===== config.mk =====
export PLATFORM = sky130hd
export DESIGN_NAME = tt_host_driver_flat
export DESIGN_NICKNAME = d
export VERILOG_FILES = /design/src/rtl/tt_host_pkg.sv /design/src/rtl/tt_host_driver_if.sv /design/src/rtl/tt_sync.sv /design/src/rtl/tt_host_driver.sv /design/src/flat_wrapper.sv
export SDC_FILE = /design/constraint.sdc
export NUM_CORES = 1
export LEC_CHECK = 0
export ABC_AREA = 1
export CAP_MARGIN = 0
export CORE_MARGIN = 2
export CORE_UTILIZATION = 42
export DETAILED_ROUTE_END_ITERATION = 8
export PLACE_DENSITY = 0.79
export SYNTH_ARGS = -nofsm -noshare
export SYNTH_HDL_FRONTEND = slang
export SYNTH_SLANG_ARGS = --single-unit

===== constraint.sdc =====
create_clock -name clk -period 1.8 [get_ports clk]
set_input_delay 0.27 -clock clk [delete_from_list [all_inputs] [get_ports clk]]
set_output_delay 0.27 -clock clk [all_outputs]
set_load 0.01 [all_outputs]

===== src/rtl/tt_host_pkg.sv =====
// Shared opcodes, CTRL bit positions and FSM state encodings for the
// Tiny Tapeout host driver.
package tt_host_pkg;

  localparam logic [1:0] OP_SET_UI  = 2'd0;
  localparam logic [1:0] OP_SET_UIO = 2'd1;
  localparam logic [1:0] OP_STEP    = 2'd2;
  localparam logic [1:0] OP_CTRL    = 2'd3;

  localparam int CTRL_RST_N_BIT = 0;
  localparam int CTRL_ENA_BIT   = 1;
  localparam int CTRL_READ_BIT  = 2;

  typedef logic [2:0] state_t;
  localparam state_t ST_IDLE   = 3'd0;
  localparam state_t ST_HIGH   = 3'd1;
  localparam state_t ST_LOW    = 3'd2;
  localparam state_t ST_SETTLE = 3'd3;
  localparam state_t ST_RESP   = 3'd4;

  // A pad reads back what the DUT drives where it owns the pin, else what we drive.
  function automatic logic [7:0] uio_view(input logic [7:0] oe,
                                          input logic [7:0] dut_val,
                                          input logic [7:0] host_val);
    return (oe & dut_val) | (~oe & host_val);
  endfunction

endpackage


===== src/rtl/tt_host_driver_if.sv =====
// Command / response byte channels between a controller and tt_host_driver.
interface tt_host_driver_if;
  logic       cmd_valid;
  logic       cmd_ready;
  logic [1:0] cmd_op;
  logic [7:0] cmd_data;
  logic       rsp_valid;
  logic       rsp_ready;
  logic [7:0] rsp_data;

  modport master (
    output cmd_valid, cmd_op, cmd_data, rsp_ready,
    input  cmd_ready, rsp_valid, rsp_data
  );

  modport slave (
    input  cmd_valid, cmd_op, cmd_data, rsp_ready,
    output cmd_ready, rsp_valid, rsp_data
  );
endinterface


===== src/rtl/tt_sync.sv =====
// Multi-flop synchronizer for DUT-to-host signals; data only, no reset.
module tt_sync #(
  parameter int WIDTH  = 8,
  parameter int STAGES = 2
) (
  input  logic             clk,
  input  logic [WIDTH-1:0] d,
  output logic [WIDTH-1:0] q
);

  logic [WIDTH-1:0] sync_p [STAGES];

  always_ff @(posedge clk) begin
    sync_p[0] <= d;
    for (int i = 1; i < STAGES; i++) begin
      sync_p[i] <= sync_p[i-1];
    end
  end

  assign q = sync_p[STAGES-1];

endmodule


===== src/rtl/tt_host_driver.sv =====
// Host-side driver for a Tiny Tapeout user design: applies byte commands to the
// DUT pins, single-steps its clock at a divided rate and returns output samples.
module tt_host_driver
  import tt_host_pkg::*;
#(
  parameter int CLK_DIV     = 2,
  parameter int SYNC_STAGES = 2
) (
  input  logic                 clk,
  input  logic                 rst,
  tt_host_driver_if.slave      host,
  output logic [7:0]           dut_ui_in,
  output logic [7:0]           dut_uio_in,
  input  logic [7:0]           dut_uo_out,
  input  logic [7:0]           dut_uio_out,
  input  logic [7:0]           dut_uio_oe,
  output logic                 dut_clk,
  output logic                 dut_rst_n,
  output logic                 dut_ena
);

  localparam int PH_MAX = (CLK_DIV > SYNC_STAGES) ? CLK_DIV : SYNC_STAGES;
  localparam int PH_W   = (PH_MAX > 1) ? $clog2(PH_MAX) : 1;
  localparam logic [PH_W-1:0] CD_LAST = PH_W'(CLK_DIV - 1);
  localparam logic [PH_W-1:0] SS_LAST = PH_W'(SYNC_STAGES - 1);

  state_t          state;
  logic [PH_W-1:0] phase;
  logic [8:0]      pulse_cnt;
  logic [7:0]      rsp_data_q;
  logic [7:0]      uo_s, uio_out_s, uio_oe_s;

  tt_sync #(.WIDTH(8), .STAGES(SYNC_STAGES)) u_sync_uo  (.clk(clk), .d(dut_uo_out),  .q(uo_s));
  tt_sync #(.WIDTH(8), .STAGES(SYNC_STAGES)) u_sync_uio (.clk(clk), .d(dut_uio_out), .q(uio_out_s));
  tt_sync #(.WIDTH(8), .STAGES(SYNC_STAGES)) u_sync_oe  (.clk(clk), .d(dut_uio_oe),  .q(uio_oe_s));

  // Ready is masked by rst so nothing looks acceptable while reset is held.
  assign host.cmd_ready = (state == ST_IDLE) && !rst;
  assign host.rsp_valid = (state == ST_RESP);
  assign host.rsp_data  = rsp_data_q;

  always_ff @(posedge clk) begin
    if (rst) begin
      state      <= ST_IDLE;
      phase      <= '0;
      pulse_cnt  <= '0;
      rsp_data_q <= '0;
      dut_ui_in  <= '0;
      dut_uio_in <= '0;
      dut_clk    <= 1'b0;
      dut_rst_n  <= 1'b0;
      dut_ena    <= 1'b0;
    end else begin
      case (state)
        ST_IDLE: begin
          if (host.cmd_valid) begin
            case (host.cmd_op)
              OP_SET_UI:  dut_ui_in  <= host.cmd_data;
              OP_SET_UIO: dut_uio_in <= host.cmd_data;
              OP_STEP: begin
                pulse_cnt <= {1'b0, host.cmd_data} + 9'd1;
                phase     <= '0;
                dut_clk   <= 1'b1;
                state     <= ST_HIGH;
              end
              OP_CTRL: begin
                dut_rst_n <= host.cmd_data[CTRL_RST_N_BIT];
                dut_ena   <= host.cmd_data[CTRL_ENA_BIT];
                if (host.cmd_data[CTRL_READ_BIT]) begin
                  rsp_data_q <= uio_view(uio_oe_s, uio_out_s, dut_uio_in);
                  state      <= ST_RESP;
                end
              end
              default: ;
            endcase
          end
        end
        ST_HIGH: begin
          if (phase == CD_LAST) begin
            phase   <= '0;
            dut_clk <= 1'b0;
            state   <= ST_LOW;
          end else begin
            phase <= phase + 1'b1;
          end
        end
        ST_LOW: begin
          if (phase == CD_LAST) begin
            phase     <= '0;
            pulse_cnt <= pulse_cnt - 9'd1;
            if (pulse_cnt == 9'd1) begin
              state <= ST_SETTLE;
            end else begin
              dut_clk <= 1'b1;
              state   <= ST_HIGH;
            end
          end else begin
            phase <= phase + 1'b1;
          end
        end
        // Let the final edge's effect on uo_out clear the synchronizer.
        ST_SETTLE: begin
          if (phase == SS_LAST) begin
            phase      <= '0;
            rsp_data_q <= uo_s;
            state      <= ST_RESP;
          end else begin
            phase <= phase + 1'b1;
          end
        end
        ST_RESP: begin
          if (host.rsp_ready) state <= ST_IDLE;
        end
        default: state <= ST_IDLE;
      endcase
    end
  end

endmodule

===== src/flat_wrapper.sv =====
// flat-port wrapper written by rule: the top's interface ports become plain ports
module tt_host_driver_flat import tt_host_pkg::*;
#(
  parameter int CLK_DIV     = 2,
  parameter int SYNC_STAGES = 2
)
  (clk, rst, dut_ui_in, dut_uio_in, dut_uo_out, dut_uio_out, dut_uio_oe, dut_clk, dut_rst_n, dut_ena, host_cmd_valid, host_cmd_op, host_cmd_data, host_rsp_ready, host_cmd_ready, host_rsp_valid, host_rsp_data);
  tt_host_driver_if host_i ();
  input  logic clk;
  input  logic rst;
  output logic [7:0] dut_ui_in;
  output logic [7:0] dut_uio_in;
  input  logic [7:0] dut_uo_out;
  input  logic [7:0] dut_uio_out;
  input  logic [7:0] dut_uio_oe;
  output logic dut_clk;
  output logic dut_rst_n;
  output logic dut_ena;
  input wire logic [$bits(host_i.cmd_valid)-1:0] host_cmd_valid;
  input wire logic [$bits(host_i.cmd_op)-1:0] host_cmd_op;
  input wire logic [$bits(host_i.cmd_data)-1:0] host_cmd_data;
  input wire logic [$bits(host_i.rsp_ready)-1:0] host_rsp_ready;
  output wire logic [$bits(host_i.cmd_ready)-1:0] host_cmd_ready;
  output wire logic [$bits(host_i.rsp_valid)-1:0] host_rsp_valid;
  output wire logic [$bits(host_i.rsp_data)-1:0] host_rsp_data;
  assign host_i.cmd_valid = host_cmd_valid;
  assign host_i.cmd_op = host_cmd_op;
  assign host_i.cmd_data = host_cmd_data;
  assign host_i.rsp_ready = host_rsp_ready;
  assign host_cmd_ready = host_i.cmd_ready;
  assign host_rsp_valid = host_i.rsp_valid;
  assign host_rsp_data = host_i.rsp_data;
  tt_host_driver #(.CLK_DIV(CLK_DIV), .SYNC_STAGES(SYNC_STAGES)) u_core (.clk(clk), .rst(rst), .host(host_i), .dut_ui_in(dut_ui_in), .dut_uio_in(dut_uio_in), .dut_uo_out(dut_uo_out), .dut_uio_out(dut_uio_out), .dut_uio_oe(dut_uio_oe), .dut_clk(dut_clk), .dut_rst_n(dut_rst_n), .dut_ena(dut_ena));
endmodule

== Word level (Yosys, flattened, before mapping) ==
Memories as Yosys holds them, arrays and structs flattened.
Index checks and enable logic that the tools add are counted.
Word-level totals
  register bits after elaboration: 40
  RAM bits: 48
  output and inout port bits: 29
  logic and storage cells: 83
  memories: 3
Memory list
  u_core.u_sync_oe.sync_p: words 2, width 8, read ports 2, clocked after Yosys merged registers in 0, write ports 2, RTL line tt_sync.sv:11  | logic [WIDTH-1:0] sync_p [STAGES];
  u_core.u_sync_uio.sync_p: words 2, width 8, read ports 2, clocked after Yosys merged registers in 0, write ports 2, RTL line tt_sync.sv:11
  u_core.u_sync_uo.sync_p: words 2, width 8, read ports 2, clocked after Yosys merged registers in 0, write ports 2, RTL line tt_sync.sv:11
Operators by class
  add/sub/neg operators: 3
  equality and inequality tests: 19
  mux-type cells: 28
  bitwise logic cells: 4
  reductions and logical operators: 17
Operators by type and width (count)
  $mux 8: 4
  $mux 9: 3
  $mux 3: 6
  $pmux 9 s2: 1
  $and 8x8->8: 2
  $pmux 8 s2: 1
  $pmux 3 s5: 1
  $ne 2x2->1 const B: 6
  $reduce_and 3->1: 4
  $add 8x1->9 const B: 1
  $eq 9x1->1 const B: 1
  $sub 9x1->9 const B: 1
  $mux 1: 8
  $not 8->8: 1
  $or 8x8->8: 1
  $reduce_and 7->1: 1
  $eq 3x2->1 const B: 2
  $ne 2x1->1 const B: 3
  $ne 3x3->1 const B: 2
  $pmux 3 s2: 1
  $reduce_and 6->1: 1
  $reduce_bool 2->1: 3
  $reduce_and 5->1: 1
  $eq 2x2->1 const B: 2
  14 further kinds: 14

== Logic depth before layout (Yosys ltp) ==
An unclocked memory read counts as a cell.
  depth in word-level cells: 8
  depth in mapped cells: 9
  depth with buffers taken out: 9

== Hierarchy ==
A second synthesis with hierarchy kept.
Second synthesis, totals
  cells, all modules: 419
  area total of the unflattened synthesis: 3453.3 µm²
Modules (own cells, without submodules)
  tt_host_driver: instances 1, cells an instance 347, area each 2312.2 µm², seq. area each 800.8 µm²
  tt_sync: instances 3, cells an instance 24, area each 380.4 µm², seq. area each 320.3 µm²

== Worst setup path after synthesis ==
Ideal clock, no wire load.
  path kind: reg-to-reg
  start: register u_core.state[0]
  end: register u_core.dut_uio_in[6]
  setup time: 116 ps
  arrival time: 1107 ps
  path slack: 577 ps
  cell stages (with the launch flop): 8
  path buffers: 1
  period minus slack after synthesis: 1223 ps
  cell sequence: dfxtp_1 > nor2_2 > nand2_2 > nor2_4 > nand3_2 > buf_6 > o21ai_1 > a21oi_1
On the way
  longest elaborated chain between the ends: 2
RTL lines
  start, declared: RTL line tt_host_driver.sv:27  | state_t state;
  start signal, assigned: RTL line tt_host_driver.sv:44  | state <= ST_IDLE;
  start signal, assigned: RTL line tt_host_driver.sv:64  | state <= ST_HIGH;
  start signal, assigned: RTL line tt_host_driver.sv:71  | state <= ST_RESP;
  $logic_not 3->1: RTL line tt_host_driver.sv:54  | case (state)
  $reduce_and 3->1 (no line)
  end signal, assigned: RTL line tt_host_driver.sv:59  | OP_SET_UIO: dut_uio_in <= host.cmd_data;
  end, declared: RTL line tt_host_driver.sv:13  | output logic [7:0] dut_uio_in,
Every way passes these cells.
A chain may end at the register's enable or synchronous reset.

== Worst setup path after layout ==
  start: register u_core.state[0]
  end: output port host_cmd_ready
On the way
  longest elaborated chain between the ends: 2
RTL lines
  $logic_not 3->1: RTL line tt_host_driver.sv:38  | assign host.cmd_ready = (state == ST_IDLE) && !rst;
  $logic_and 1x1->1: RTL line tt_host_driver.sv:38
  end, declared: RTL line flat_wrapper.sv:23  | output wire logic [$bits(host_i.cmd_ready)-1:0] host_cmd_ready;
Every way passes these cells.

==> summary.md <==
| Metric | Value |
|---|---|
| Final TNS setup | `0 ns` |
| WP data arrival | `1.38 ns` |
| CTS clk-pin slew, worst paths | `0.08 ns` |
| CTS sink count | `88` |
| CP peak stage delay | `0.37 ns` |
| Relative slew slack | `0.6857` |
| Critical path data required time | `1.53 ns` |
| Leak Pwr | `1.836 nW` |
| # IOs | `67` |
| Syn avg cell area | `between 8 and 9 um^2` |
| Hold Crit Class | `reg -> reg` |
| Place WS | `0.03616 ns` |
| DRC violations left | `0` |
| TritonCTS clock tree | `built` |
| Setup Crit Path Kind | `reg -> out` |
| Die height | `91.96 um` |
| Synth Register Bits | `88` |
| Seq/Total Area, Yosys | `0.5422` |
| Pwr/cell area | `952.7 nW/um^2` |
| GRT Overall Usage | `0.1803` |
| Largest net degree at the start of global routing | `26` |
| RSZ-0062 raised after global routing | `false` |
| Worst Tran Pin Value | `0.4709 ns` |
| Final Max Slew Viols | `0` |
| Netlist Area Pre-Place | `~3200 um^2` |
| Inserted Diodes | `0` |
| Die W | `91.96 um` |
| # nets final | `519` |
| Max VDD drop | `0.6211 mV` |
| Port bufs | `66` |
| Final period util | `0.9163` |
| Hold Vio Cnt, Final | `0` |
| Clk Latency, worst-skew pair | `about 0.35 ns` |
| Yosys warning total | `0` |
| Area growth, synth to finish | `30.34%` |
| Cell Rows | `32` |
| Max FO, Critical Path | `5` |
| Cell with the largest stage delay on the worst path | `dfxtp_1` |
| Cells after Synth | `404` |
| DRT Wirelength | `7.230 mm` |
| Clk root buf | `clkbuf_8` |
| Global-route wire length before repair | `approximately 12 mm` |
| Vias per Instance | `4.798` |
| GPL Wtd Cong | `~0.90` |
| Initial Util | `0.4271` |
| Global route overflow | `0` |
| Crit end category | `output port` |
| Fin crit period | `1.649 ns` |
| CP Cell Sequence | `nor2_2 -> nand2_2 -> nor2_1 -> dlygate4sd2_1` |
| Achievable Freq | `606.3 MHz` |
| Final Skew | `between 0.005 and 0.006 ns` |
| DRT Pass-1 Iters | `4` |
| H-tree levels | `3` |
| Syn_nets | `approximately 450` |
| # Max-Cap Violations | `0` |
| Most frequent cells in the layout | `dfxtp_1, nand2_1, clkdlybuf4s50_1` |
| Vias after detailed routing | `2807` |
| Die Area | `8456 um^2` |
| Wirelength per Cell | `12.36 um` |
| Final worst slack | `0.1507 ns` |
| Initial antenna violation count | `0` |
| HPWL after DPL | `5.345 mm` |
| Clock tree buffer depth | `2` |
| Startpoint types | `register` |
| TritonCTS Buffers | `9` |
| Detail Route Antenna Nets | `0` |
| DRT iter0 DRCs | `172` |
| Commonest non-fill, non-tap cell in the layout | `dfxtp_1` |
| Setup Viol. Count Final | `0` |
| Fill cells | `698` |
| Post-synth cell types | `24` |
| Share of post-route cells with drive strength above 1 | `0.08903` |
| Core Area | `7607 um^2` |
| Vias in the first global route | `between 2000 and 3000` |
| Run status | `finished, final reports clean` |
==> state kept, by name, indices dropped and copies added (netlist names) <==
name and cells:
u_core.dut_clk 1, u_core.dut_ena 1, u_core.dut_rst_n 1, u_core.dut_ui_in 8, u_core.dut_uio_in 8, u_core.host.rsp_data 8, u_core.phase 1, u_core.pulse_cnt 9
u_core.state 3, u_core.u_sync_oe.sync_p 16, u_core.u_sync_uio.sync_p 16, u_core.u_sync_uo.sync_p 16
==> worst max-delay path, delay by kind of cell, from the launching register on <==
kind | cells | cell delay, ns
and+or+nand+nor | 3 | 0.38
buffers and inverters | 1 | 0.27
DFF | 1 | 0.37
==> per-layer routing <==
layer / wire length [um] / global-route usage / vias to the layer above
met2: 3525 / 0.3162 / 80
met1: 3135 / 0.1982 / 1271
li1: - / - / 1446
met4: 114 / 0.08955 / 0
met5: 0 / 0 / -
met3: 456 / 0.05259 / 10
==> worst paths after layout <==
kind | startpoint | endpoint | slack, ns | cells after the start
max | u_core.state[0]$_SDFFE_PP0P_ | host_cmd_ready | 0.15 | 4
min | u_core.u_sync_oe.sync_p[0][1]$_DFF_P_ | u_core.u_sync_oe.sync_p[0][9]$_DFF_P_ | 0.33 | 0
max reg2reg | u_core.state[0]$_SDFFE_PP0P_ | u_core.dut_uio_in[1]$_SDFFE_PP0P_ | 0.25 | 6
min reg2reg | u_core.u_sync_oe.sync_p[0][1]$_DFF_P_ | u_core.u_sync_oe.sync_p[0][9]$_DFF_P_ | 0.33 | 0
==> stage by stage <==
stage | hold slack, ns | cells | power [W] | cell area (um^2) | util
after floorplan | 0.2977 | 404 | 0.002450 | 3249 | -
after global placement | 0.3127 | 566 | 0.002671 | 4001 | 0.5260
after detailed placement | 0.3121 | 566 | 0.002681 | 4001 | 0.5260
after CTS | 0.3284 | 585 | 0.004074 | 4235 | 0.5567
after global routing | 0.3288 | 585 | 0.004229 | 4235 | 0.5567
final | 0.3313 | 585 | 0.004035 | 4235 | 0.5567
==> final cells by class <==
| type | count | area [um^2] | area share |
|---|---|---|---|
| multi-input cells | 263 | 1257 | 0.2969 |
| flip-flops and latches | 88 | 1762 | 0.4160 |
| inverters | 43 | 163.9 | 0.03870 |
| well taps | 102 | 127.6 | 0.03013 |
| clock inverters | 5 | 62.56 | 0.01477 |
| repair buffers | 73 | 710.7 | 0.1678 |
| clock buffers | 11 | 151.4 | 0.03575 |
==> cell usage after synthesis (all sizes together) <==
| library cell | n | area share |
|---|---|---|
| buf | 7 | 0.017 |
| ha | 3 | 0.012 |
| nand2 | 90 | 0.12 |
| inv | 43 | 0.050 |
| nand4 | 2 | 0.0038 |
| dfxtp | 88 | 0.54 |
| nand3 | 51 | 0.083 |
| xor2 | 1 | 0.0027 |
| a21oi | 38 | 0.059 |
| nor3 | 1 | 0.0015 |
| clkbuf | 3 | 0.0035 |
| nor2 | 46 | 0.061 |
| o21ai | 31 | 0.048 |
==> cells by family (layout without fill, tap and decap cells) <==
| kind of cell | count (synthesis) | count (layout) | share of synthesized area |
|---|---|---|---|
| XOR/XNOR | 1 | 1 | 0.002696 |
| flip-flops | 88 | 88 | 0.5422 |
| buffers and inverters | 53 | 132 | 0.07085 |
| adder cells (fa/ha/maj) | 3 | 3 | 0.01155 |
| AO/OA/AOI/OAI | 69 | 69 | 0.1063 |
| AND/OR/NAND/NOR | 190 | 190 | 0.2665 |
==> what timing repair did <==
item                       in CTS  in global routing
hold buffers                    0                  0
gates resized for setup         2                  0
buffers inserted                3                  0
setup endpoints to repair       2                  0
==> report_power, final <==
group	internal [W]	switching, W
combinational	0.000240	0.000298
sequential	0.00205	0.0000517
clock	0.000724	0.000672
(Power assumes the default switching activity.)
